## src/rtl/stable_stim_gen_pkg.sv

```systemverilog
// Shared types and LFSR step function for the stable stimulus generator.
// The LFSR is a 16-bit Galois right-shift register, x^16+x^14+x^13+x^11+1.
package stim_gen_pkg;

    typedef enum logic [1:0] {
        IDLE = 2'd0,
        RUN  = 2'd1,
        FIN  = 2'd2
    } state_t;

    localparam logic [15:0] LFSR_TAPS    = 16'hB400;
    localparam logic [15:0] DEFAULT_SEED = 16'hACE1;

    function automatic logic [15:0] lfsr_next(input logic [15:0] s);
        return s[0] ? ((s >> 1) ^ LFSR_TAPS) : (s >> 1);
    endfunction

endpackage

```

## src/rtl/stable_stim_gen_lfsr.sv

```systemverilog
// Galois LFSR state register; load and advance are commanded by the owning FSM.
// A coincident load and advance steps from the loaded value.
module lfsr_galois
    import stim_gen_pkg::*;
#(
    parameter int                LFSR_W = 16,
    parameter logic [LFSR_W-1:0] SEED   = DEFAULT_SEED
) (
    input  logic              clk,
    input  logic              rst,
    input  logic              load,
    input  logic [LFSR_W-1:0] load_val,
    input  logic              adv,
    output logic [LFSR_W-1:0] state
);

    logic [LFSR_W-1:0] base;

    assign base = load ? load_val : state;

    always_ff @(posedge clk) begin
        if (rst) begin
            state <= SEED;
        end else if (adv) begin
            state <= LFSR_W'(lfsr_next(16'(base)));
        end else if (load) begin
            state <= load_val;
        end
    end

endmodule

```

## src/rtl/stable_stim_gen.sv

```systemverilog
// Random stimulus driver: emits N LFSR samples, each held H clocks, with
// registered valid/changed flags so downstream $stable/$rose/$fell checkers have a reference.
module stable_stim_gen
    import stim_gen_pkg::*;
#(
    parameter int                WIDTH  = 1,
    parameter int                LFSR_W = 16,
    parameter logic [LFSR_W-1:0] SEED   = 16'hACE1,
    parameter int                CNT_W  = 8
) (
    input  logic              clk,
    input  logic              rst,
    input  logic              start,
    input  logic              seed_load,
    input  logic [LFSR_W-1:0] seed,
    input  logic [CNT_W-1:0]  num_samples,
    input  logic [CNT_W-1:0]  hold_cycles,
    input  logic              pause,
    output logic [WIDTH-1:0]  a_out,
    output logic              a_valid,
    output logic              a_changed,
    output logic [CNT_W-1:0]  sample_idx,
    output logic              busy,
    output logic              done
);

    state_t state, state_d;

    logic [LFSR_W-1:0] lfsr_q, load_val, base, nxt;
    logic              lfsr_load, lfsr_adv;
    logic              start_run, step, last_sample;

    logic [CNT_W-1:0]  n_lat, h_lat, hold_cnt, h_eff;
    logic [CNT_W-1:0]  n_d, h_d, hold_d, idx_d;
    logic [WIDTH-1:0]  a_out_d;
    logic              a_valid_d, done_d;

    assign load_val    = (seed == '0) ? SEED : seed;
    // Mirrors the sub-module's load-then-advance so a_out sees the same next value.
    assign base        = lfsr_load ? load_val : lfsr_q;
    assign nxt         = LFSR_W'(lfsr_next(16'(base)));
    assign h_eff       = (hold_cycles == '0) ? CNT_W'(1) : hold_cycles;
    assign last_sample = (sample_idx == n_lat - CNT_W'(1));

    lfsr_galois #(
        .LFSR_W (LFSR_W),
        .SEED   (SEED)
    ) u_lfsr (
        .clk      (clk),
        .rst      (rst),
        .load     (lfsr_load),
        .load_val (load_val),
        .adv      (lfsr_adv),
        .state    (lfsr_q)
    );

    always_ff @(posedge clk) begin
        if (rst) begin
            state <= IDLE;
        end else begin
            state <= state_d;
        end
    end

    always_comb begin
        state_d = state;
        case (state)
            IDLE: if (start) state_d = (num_samples == '0) ? FIN : RUN;
            RUN:  if (!pause && hold_cnt == '0 && last_sample) state_d = FIN;
            FIN:  state_d = IDLE;
            default: state_d = IDLE;
        endcase
    end

    always_comb begin
        lfsr_load = (state == IDLE) && seed_load;
        start_run = (state == IDLE) && start && (num_samples != '0);
        step      = (state == RUN) && !pause && (hold_cnt == '0) && !last_sample;
        lfsr_adv  = start_run || step;
        busy      = (state != IDLE);
    end

    always_comb begin
        a_out_d   = a_out;
        a_valid_d = a_valid;
        idx_d     = sample_idx;
        hold_d    = hold_cnt;
        n_d       = n_lat;
        h_d       = h_lat;
        done_d    = (state_d == FIN);
        if (state == IDLE && start) begin
            n_d = num_samples;
            h_d = h_eff;
        end
        if (start_run) begin
            a_out_d   = nxt[WIDTH-1:0];
            a_valid_d = 1'b1;
            idx_d     = '0;
            hold_d    = h_eff - CNT_W'(1);
        end else if (state == RUN && !pause) begin
            if (hold_cnt != '0) begin
                hold_d = hold_cnt - CNT_W'(1);
            end else if (!last_sample) begin
                a_out_d = nxt[WIDTH-1:0];
                idx_d   = sample_idx + CNT_W'(1);
                hold_d  = h_lat - CNT_W'(1);
            end else begin
                a_valid_d = 1'b0;
            end
        end
    end

    always_ff @(posedge clk) begin
        if (rst) begin
            a_out      <= '0;
            a_valid    <= 1'b0;
            a_changed  <= 1'b0;
            sample_idx <= '0;
            done       <= 1'b0;
            hold_cnt   <= '0;
            n_lat      <= '0;
            h_lat      <= '0;
        end else begin
            a_out      <= a_out_d;
            a_valid    <= a_valid_d;
            a_changed  <= (a_out_d != a_out) && a_valid_d;
            sample_idx <= idx_d;
            done       <= done_d;
            hold_cnt   <= hold_d;
            n_lat      <= n_d;
            h_lat      <= h_d;
        end
    end

endmodule

```

## config.mk

```make
export PLATFORM = sky130hd
export DESIGN_NAME = stable_stim_gen
export DESIGN_NICKNAME = d
export VERILOG_FILES = /design/src/rtl/stable_stim_gen_pkg.sv /design/src/rtl/stable_stim_gen_lfsr.sv /design/src/rtl/stable_stim_gen.sv
export SDC_FILE = /design/constraint.sdc
export NUM_CORES = 1
export LEC_CHECK = 0
export CAP_MARGIN = 5
export CORE_MARGIN = 1
export CORE_UTILIZATION = 35
export CTS_CLUSTER_DIAMETER = 150
export CTS_CLUSTER_SIZE = 16
export DETAILED_ROUTE_END_ITERATION = 8
export GPL_ROUTABILITY_DRIVEN = 0
export SKIP_LAST_GASP = 1
export SYNTH_ARGS = -nofsm -noshare
export SYNTH_HDL_FRONTEND = slang
export SYNTH_HIERARCHICAL = 1
export SYNTH_SLANG_ARGS = --single-unit
```

## constraint.sdc

```tcl
create_clock -name clk -period 3.4 [get_ports clk]
set_clock_uncertainty 0.1 [all_clocks]
set_input_delay 0.68 -clock clk [delete_from_list [all_inputs] [get_ports clk]]
set_output_delay 0.68 -clock clk [all_outputs]
set_load 0.05 [all_outputs]
```

* Yosys cells after proc, flatten, opt, wreduce, memory -nomap -nowiden
Index checks and enable logic that the tools add are counted.
** Storage, ports and cells
- Register bits after elaboration :: 54
- Bits of input ports :: 37
- Output and inout port bits :: 13
- Logic and storage cells :: 68
** Operators by class
- $add $sub $neg :: 5
- Eq/ne operators :: 5
- Muxes and demuxes :: 21
- Bitwise gates (word level) :: 3
- Reductions and logical operators :: 24
** Operator list (count)
- 16-bit two-way mux :: 4
- 8-bit two-way mux :: 5
- 8-bit by 1-bit subtractor with 8-bit output (second input constant) :: 4
- 8-bit logical NOT :: 3
- 16-bit logical NOT :: 1
- 8-bit nonzero test :: 2
- 1-bit logical AND :: 9
- 8-bit by 1-bit adder with 8-bit output (second input constant) :: 1
- 8-bit equality test :: 1
- 1-bit two-way mux :: 8
- 2-bit two-way mux :: 3
- 3-bit NOT with 4-bit output :: 1
- 2-bit one-hot mux with 2 select lines :: 1
- 2-bit nonzero test :: 2
- 3-bit by 2-bit != test with 1-bit output (second input constant) :: 1
- 3-bit AND reduction :: 1
- 2-bit by 1-bit equality test with 1-bit output (second input constant) :: 1
- 2-bit equality test (second input constant) :: 1
- 1-bit logical NOT :: 2
- 2-bit logical NOT :: 1
- 1-bit NOT :: 2
- 2-bit AND reduction :: 1
- 2-bit OR reduction :: 1
- 1-bit logical OR :: 1
- 1-bit != test :: 1

* Longest topological paths before layout
- Depth after elaboration :: 11
- Mapped depth :: 13
- Gate-level depth less buffers :: 11

* By module
Netlist, hierarchy kept.
** By module, submodules not included
- stable_stim_gen :: instances 1, cells each 308, area an instance 2413.6 µm², seq. area each 760.7 µm²
- lfsr_galois :: instances 1, cells each 70, area an instance 870.8 µm², seq. area each 320.3 µm²

* Worst setup path after synthesis
OpenSTA, ideal clock, no wires.
- Kind :: input to register
- Start point :: input port start
- End point :: register u_lfsr.state[5]
- Library setup time :: 0.120 ns
- Data arrival time :: 2.932 ns
- Required time :: 3.180 ns
- Slack :: 0.248 ns
- Stages :: 10
- Buffers on the path :: 4
- Cell sequence :: or3b_2 > buf_2 > a21oi_1 > clkbuf_1 > a21oi_1 > inv_1 > buf_2 > buf_2 > mux4_2 > or2_1
** Between the ends
- Longest elaborated chain between the ends :: 4
** Ends and longest elaborated chain
- start: declaration :: line stable_stim_gen.sv:13 : input logic start,
- 1-bit logical AND (2 in a row) :: line stable_stim_gen.sv:77 : start_run = (state == IDLE) && start && (num_samples != '0);
- 1-bit logical OR :: line stable_stim_gen.sv:79 : lfsr_adv = start_run || step;
- net lfsr_adv :: line stable_stim_gen.sv:30 : logic lfsr_load, lfsr_adv;
- 16-bit two-way mux :: line stable_stim_gen_lfsr.sv:24 : end else if (adv) begin
- end signal: assignment :: line stable_stim_gen_lfsr.sv:25 : state <= LFSR_W'(lfsr_next(16'(base)));
- end signal: assignment :: line stable_stim_gen_lfsr.sv:27 : state <= load_val;
- end: declaration :: line stable_stim_gen_lfsr.sv:14 : output logic [LFSR_W-1:0] state
The timed path passes the listed nets, and every way through them passes these cells.
A chain may end at the register's enable or synchronous reset.

* Worst setup path in the final report
- Start point :: register n_lat[0]
- End point :: register u_lfsr.state[13]
** Between the ends
- Longest elaborated chain between the ends :: 6
** Ends and longest elaborated chain
- start: declaration :: line stable_stim_gen.sv:33 : logic [CNT_W-1:0] n_lat, h_lat, hold_cnt, h_eff;
- start signal: assignment :: line stable_stim_gen.sv:130 : n_lat <= n_d;
- 8-bit by 1-bit subtractor with 8-bit output :: line stable_stim_gen.sv:43 : assign last_sample = (sample_idx == n_lat - CNT_W'(1));
- 8-bit equality test :: line stable_stim_gen.sv:43
- 1-bit logical NOT
- 1-bit logical AND :: line stable_stim_gen.sv:78 : step = (state == RUN) && !pause && (hold_cnt == '0) && !last_sample;
- 1-bit logical OR :: line stable_stim_gen.sv:79
- net lfsr_adv :: line stable_stim_gen.sv:30
- 16-bit two-way mux :: line stable_stim_gen_lfsr.sv:24
The timed path passes the listed nets, and every way through them passes these cells.

==> flow_metrics.tcl <==
set metrics [dict create \
    run_status "finished, final reports clean" \
    pwr-share-clk 0.244 \
    dieArea_mm2 0.00978 \
    post_dp_cell_area_mm2 0.00391 \
    synth_nets 418 \
    layout-drive-gt1-share 0.131 \
    syn_inst 378 \
    cts_hold_buf 0 \
    setup-tns-final_ps 0 \
    wl_mm 7.89 \
    n_antenna_cell 0 \
    fp-row-count 34 \
    area_growth_pct 22.1 \
    critPathMostFrequentCell "inv_1" \
    cp_slowest_cell "or4_1" \
    die_h_um 98.9 \
    worstPathMaxFanout 26 \
    register_area_mm2 0.00108 \
    hpwl_mm 5.80 \
    slew-limit-headroom 0.364 \
    antenna_found_initial 0 \
    ys_ff_latch 54 \
    worstPathCellList "inv_1, ha_1, or3b_1, or4_1, a22oi_1, o211ai_1, a21oi_2, inv_1, buf_12, o21ai_0, a21oi_1, or3_1" \
    sw_frac_of_total 0.313 \
    synth_edf_count 0 \
    clkTransAtPathRegs_ps 100 \
    syn_avg_cell_area_um2 8.69 \
    dieWidth_um 98.9 \
    coreArea_mm2 0.00889 \
    rsz0062_at_grt "false" \
    pwr_density_cell_mw_per_mm2 392 \
    clockBufferDepth 2 \
    critPathKind "flop to flop" \
    critPathCaptureType "flop" \
    cp_top_family "simple AND/OR/NAND/NOR gates" \
    multi_input_area_mm2 0.00202 \
    fillerInstances 866 \
    drtIter0Drc 176 \
    post_cts_buffers 0 \
    pwr-share-comb 0.292 \
    yosys_warnings 6 \
    switchingPower_w 0.000493 \
    drc 0 \
    whs_path_depth 2 \
    grt_usage 0.168 \
    r2r_setup_slack_ps 210 \
    async_flop_share 0 \
    io_buffers 49 \
    cp.arrival_ps 3280 \
    r2r_cells 12 \
    min_period_ps 3190 \
    critPathMaxStageDelay_ps 470 \
    reg2reg_from "n_lat[0]" \
    path_buf_inv 3 \
    num_vias 2937 \
    fin_crit_sh 0.937 \
    clock_latency_ps 300 \
    synth_seq_area_share 0.329 \
    root_buffer "clkbuf_8" \
    fin_area_mm2 0.00401 \
    cts.sinks 54 \
    finalHoldViolations 0 \
    drv_slew 0 \
    overflow 0 \
    fmax_mhz 314 \
    setup_viol 0 \
    irDropWorstVdd_mv 0.155 \
    wl_per_cell_um 14.9 \
    tritoncts "built" \
    cp-start-kind "flop" \
    maxCapViolCount 0 \
    ios 50 \
    r2r-end "u_lfsr/state[13]" \
    grt_pass1_vias 2762 \
    worstMarginPinSlew_ps 953 \
    final_cell_mix "54 x dfxtp_1, 48 x clkdlybuf4s50_1, 42 x nand2_1" \
    firstDrtPassIters 4 \
    hp-start "h_lat[6]" \
    leakage_nw 1.38 \
    grt_max_degree 54 \
    grt_pass1_wl_mm 13.3 \
    final_common_cell "dfxtp_1" \
    cts_resized 0 \
    h-tree-depth 2 \
    start_util 0.369 \
    ant_nets 0 \
    worstPathRequired_ps 3500 \
    internal_power_w 0.00108 \
    synth.distinct_cells 60 \
    vias_per_cell 5.56 \
    cts_inserted_buffers 5 \
    synthFlopType "dfxtp_1" \
    pwr-share-seq 0.464 \
    hold_end "h_lat[6]" \
    synthesis.area_mm2 0.00328 \
    fin_nets 459 \
    hold_path_class "flop to flop" \
]
==> power groups by stage <==
stage,sequential [W],clock [W],combinational (W)
after floorplan,0.000739,0,0.000314
after global placement,0.000743,0,0.000454
after detailed placement,0.000744,0,0.000456
after CTS,0.000730,0.000394,0.000459
after global routing,0.000737,0.000417,0.000506
final,0.000731,0.000384,0.000460
==> state kept, by name (all words and copies together), names as in the netlist <==
register      flops
state             2
a_valid           1
a_out             1
u_lfsr/state     16
n_lat             8
done              1
h_lat             8
hold_cnt          8
sample_idx        8
a_changed         1
==> kinds of logic after synthesis <==
kind of cell / synth area share
AOI/OAI and AO/OA: 0.205
DFF: 0.329
adders and majority gates: 0.0114
and+or+nand+nor: 0.228
xor gates and xnor gates: 0.0560
buffers and inverters: 0.0598
muxes: 0.111
==> cells in the mapped netlist (all sizes together) (2+ instances only) <==
library cell,number,share of area
nor3,8,0.012
or3,10,0.019
nor2b,10,0.019
a21oi,33,0.050
o21ai,9,0.017
mux2i,6,0.018
o31ai,3,0.0069
or4,6,0.015
a211oi,22,0.052
dfxtp,54,0.33
a41oi,2,0.0053
o211ai,3,0.0069
buf,14,0.024
clkbuf,19,0.022
nand2b,10,0.019
a2111oi,3,0.0099
inv,12,0.014
or2,7,0.013
xor2,6,0.016
nand4,4,0.0076
ha,3,0.011
and2,2,0.0038
nand3,5,0.0076
or3b,2,0.0053
mux4,13,0.089
nand2,42,0.048
xnor2,15,0.040
nor2,13,0.015
a31oi,6,0.011
nor4,16,0.036
o211a,2,0.0061
==> routing by layer <==
| layer | routed length (µm) | share of wire | track usage |
|---|---|---|---|
| met5 | 0 | 0 | 0 |
| met4 | 72 | 0.0091 | 0.0436 |
| met3 | 267 | 0.034 | 0.0255 |
| met2 | 3890 | 0.49 | 0.275 |
| met1 | 3670 | 0.46 | 0.229 |
==> worst reg2reg max path, stage by stage, from the launching register on <==
cell,delay (ps)
dfxtp_1,370
inv_1,70
ha_1,150
or3b_1,360
or4_1,470
a22oi_1,290
o211ai_1,240
a21oi_2,230
inv_1,90
buf_12,170
o21ai_0,160
a21oi_1,50
or3_1,350
==> worst max-delay path by stage <==
stage              startpoint                to  slack, ps  cells after the start
2_1_floorplan           start   u_lfsr/state[5]        250                     10
3_3_place_gp   num_samples[4]       hold_cnt[3]         40                      7
3_5_place_dp   num_samples[4]       hold_cnt[3]         20                      7
4_1_cts              n_lat[0]  u_lfsr/state[13]        130                     12
5_1_grt              n_lat[0]  u_lfsr/state[13]          7                     12
6_report             n_lat[0]  u_lfsr/state[13]        210                     12
==> per-stage QoR <==
| step | cells | hold slack [ps] | power [W] | setup slack, ps | utilization |
|---|---|---|---|---|---|
| 4_1_cts | 528 | 375 | 0.00158 | 127 | 0.451 |
| 2_1_floorplan | 378 | 336 | 0.00105 | 248 | - |
| 3_3_place_gp | 520 | 351 | 0.00120 | 42.3 | 0.440 |
| 6_report | 528 | 371 | 0.00157 | 213 | 0.451 |
| 5_1_grt | 528 | 407 | 0.00166 | 6.54 | 0.451 |
| 3_5_place_dp | 520 | 361 | 0.00120 | 15.1 | 0.440 |
==> area by class of cell <==
class                           count  share of cell area
Multi-Input combinational cell    279               0.504
Sequential cell                    54               0.269
Timing Repair Buffer               67               0.158
Tap cell                          108              0.0337
Clock buffer                        6              0.0206
Inverter                           12              0.0112
Clock inverter                      2             0.00312
Note: power is estimated with default switching activity, not from simulation.
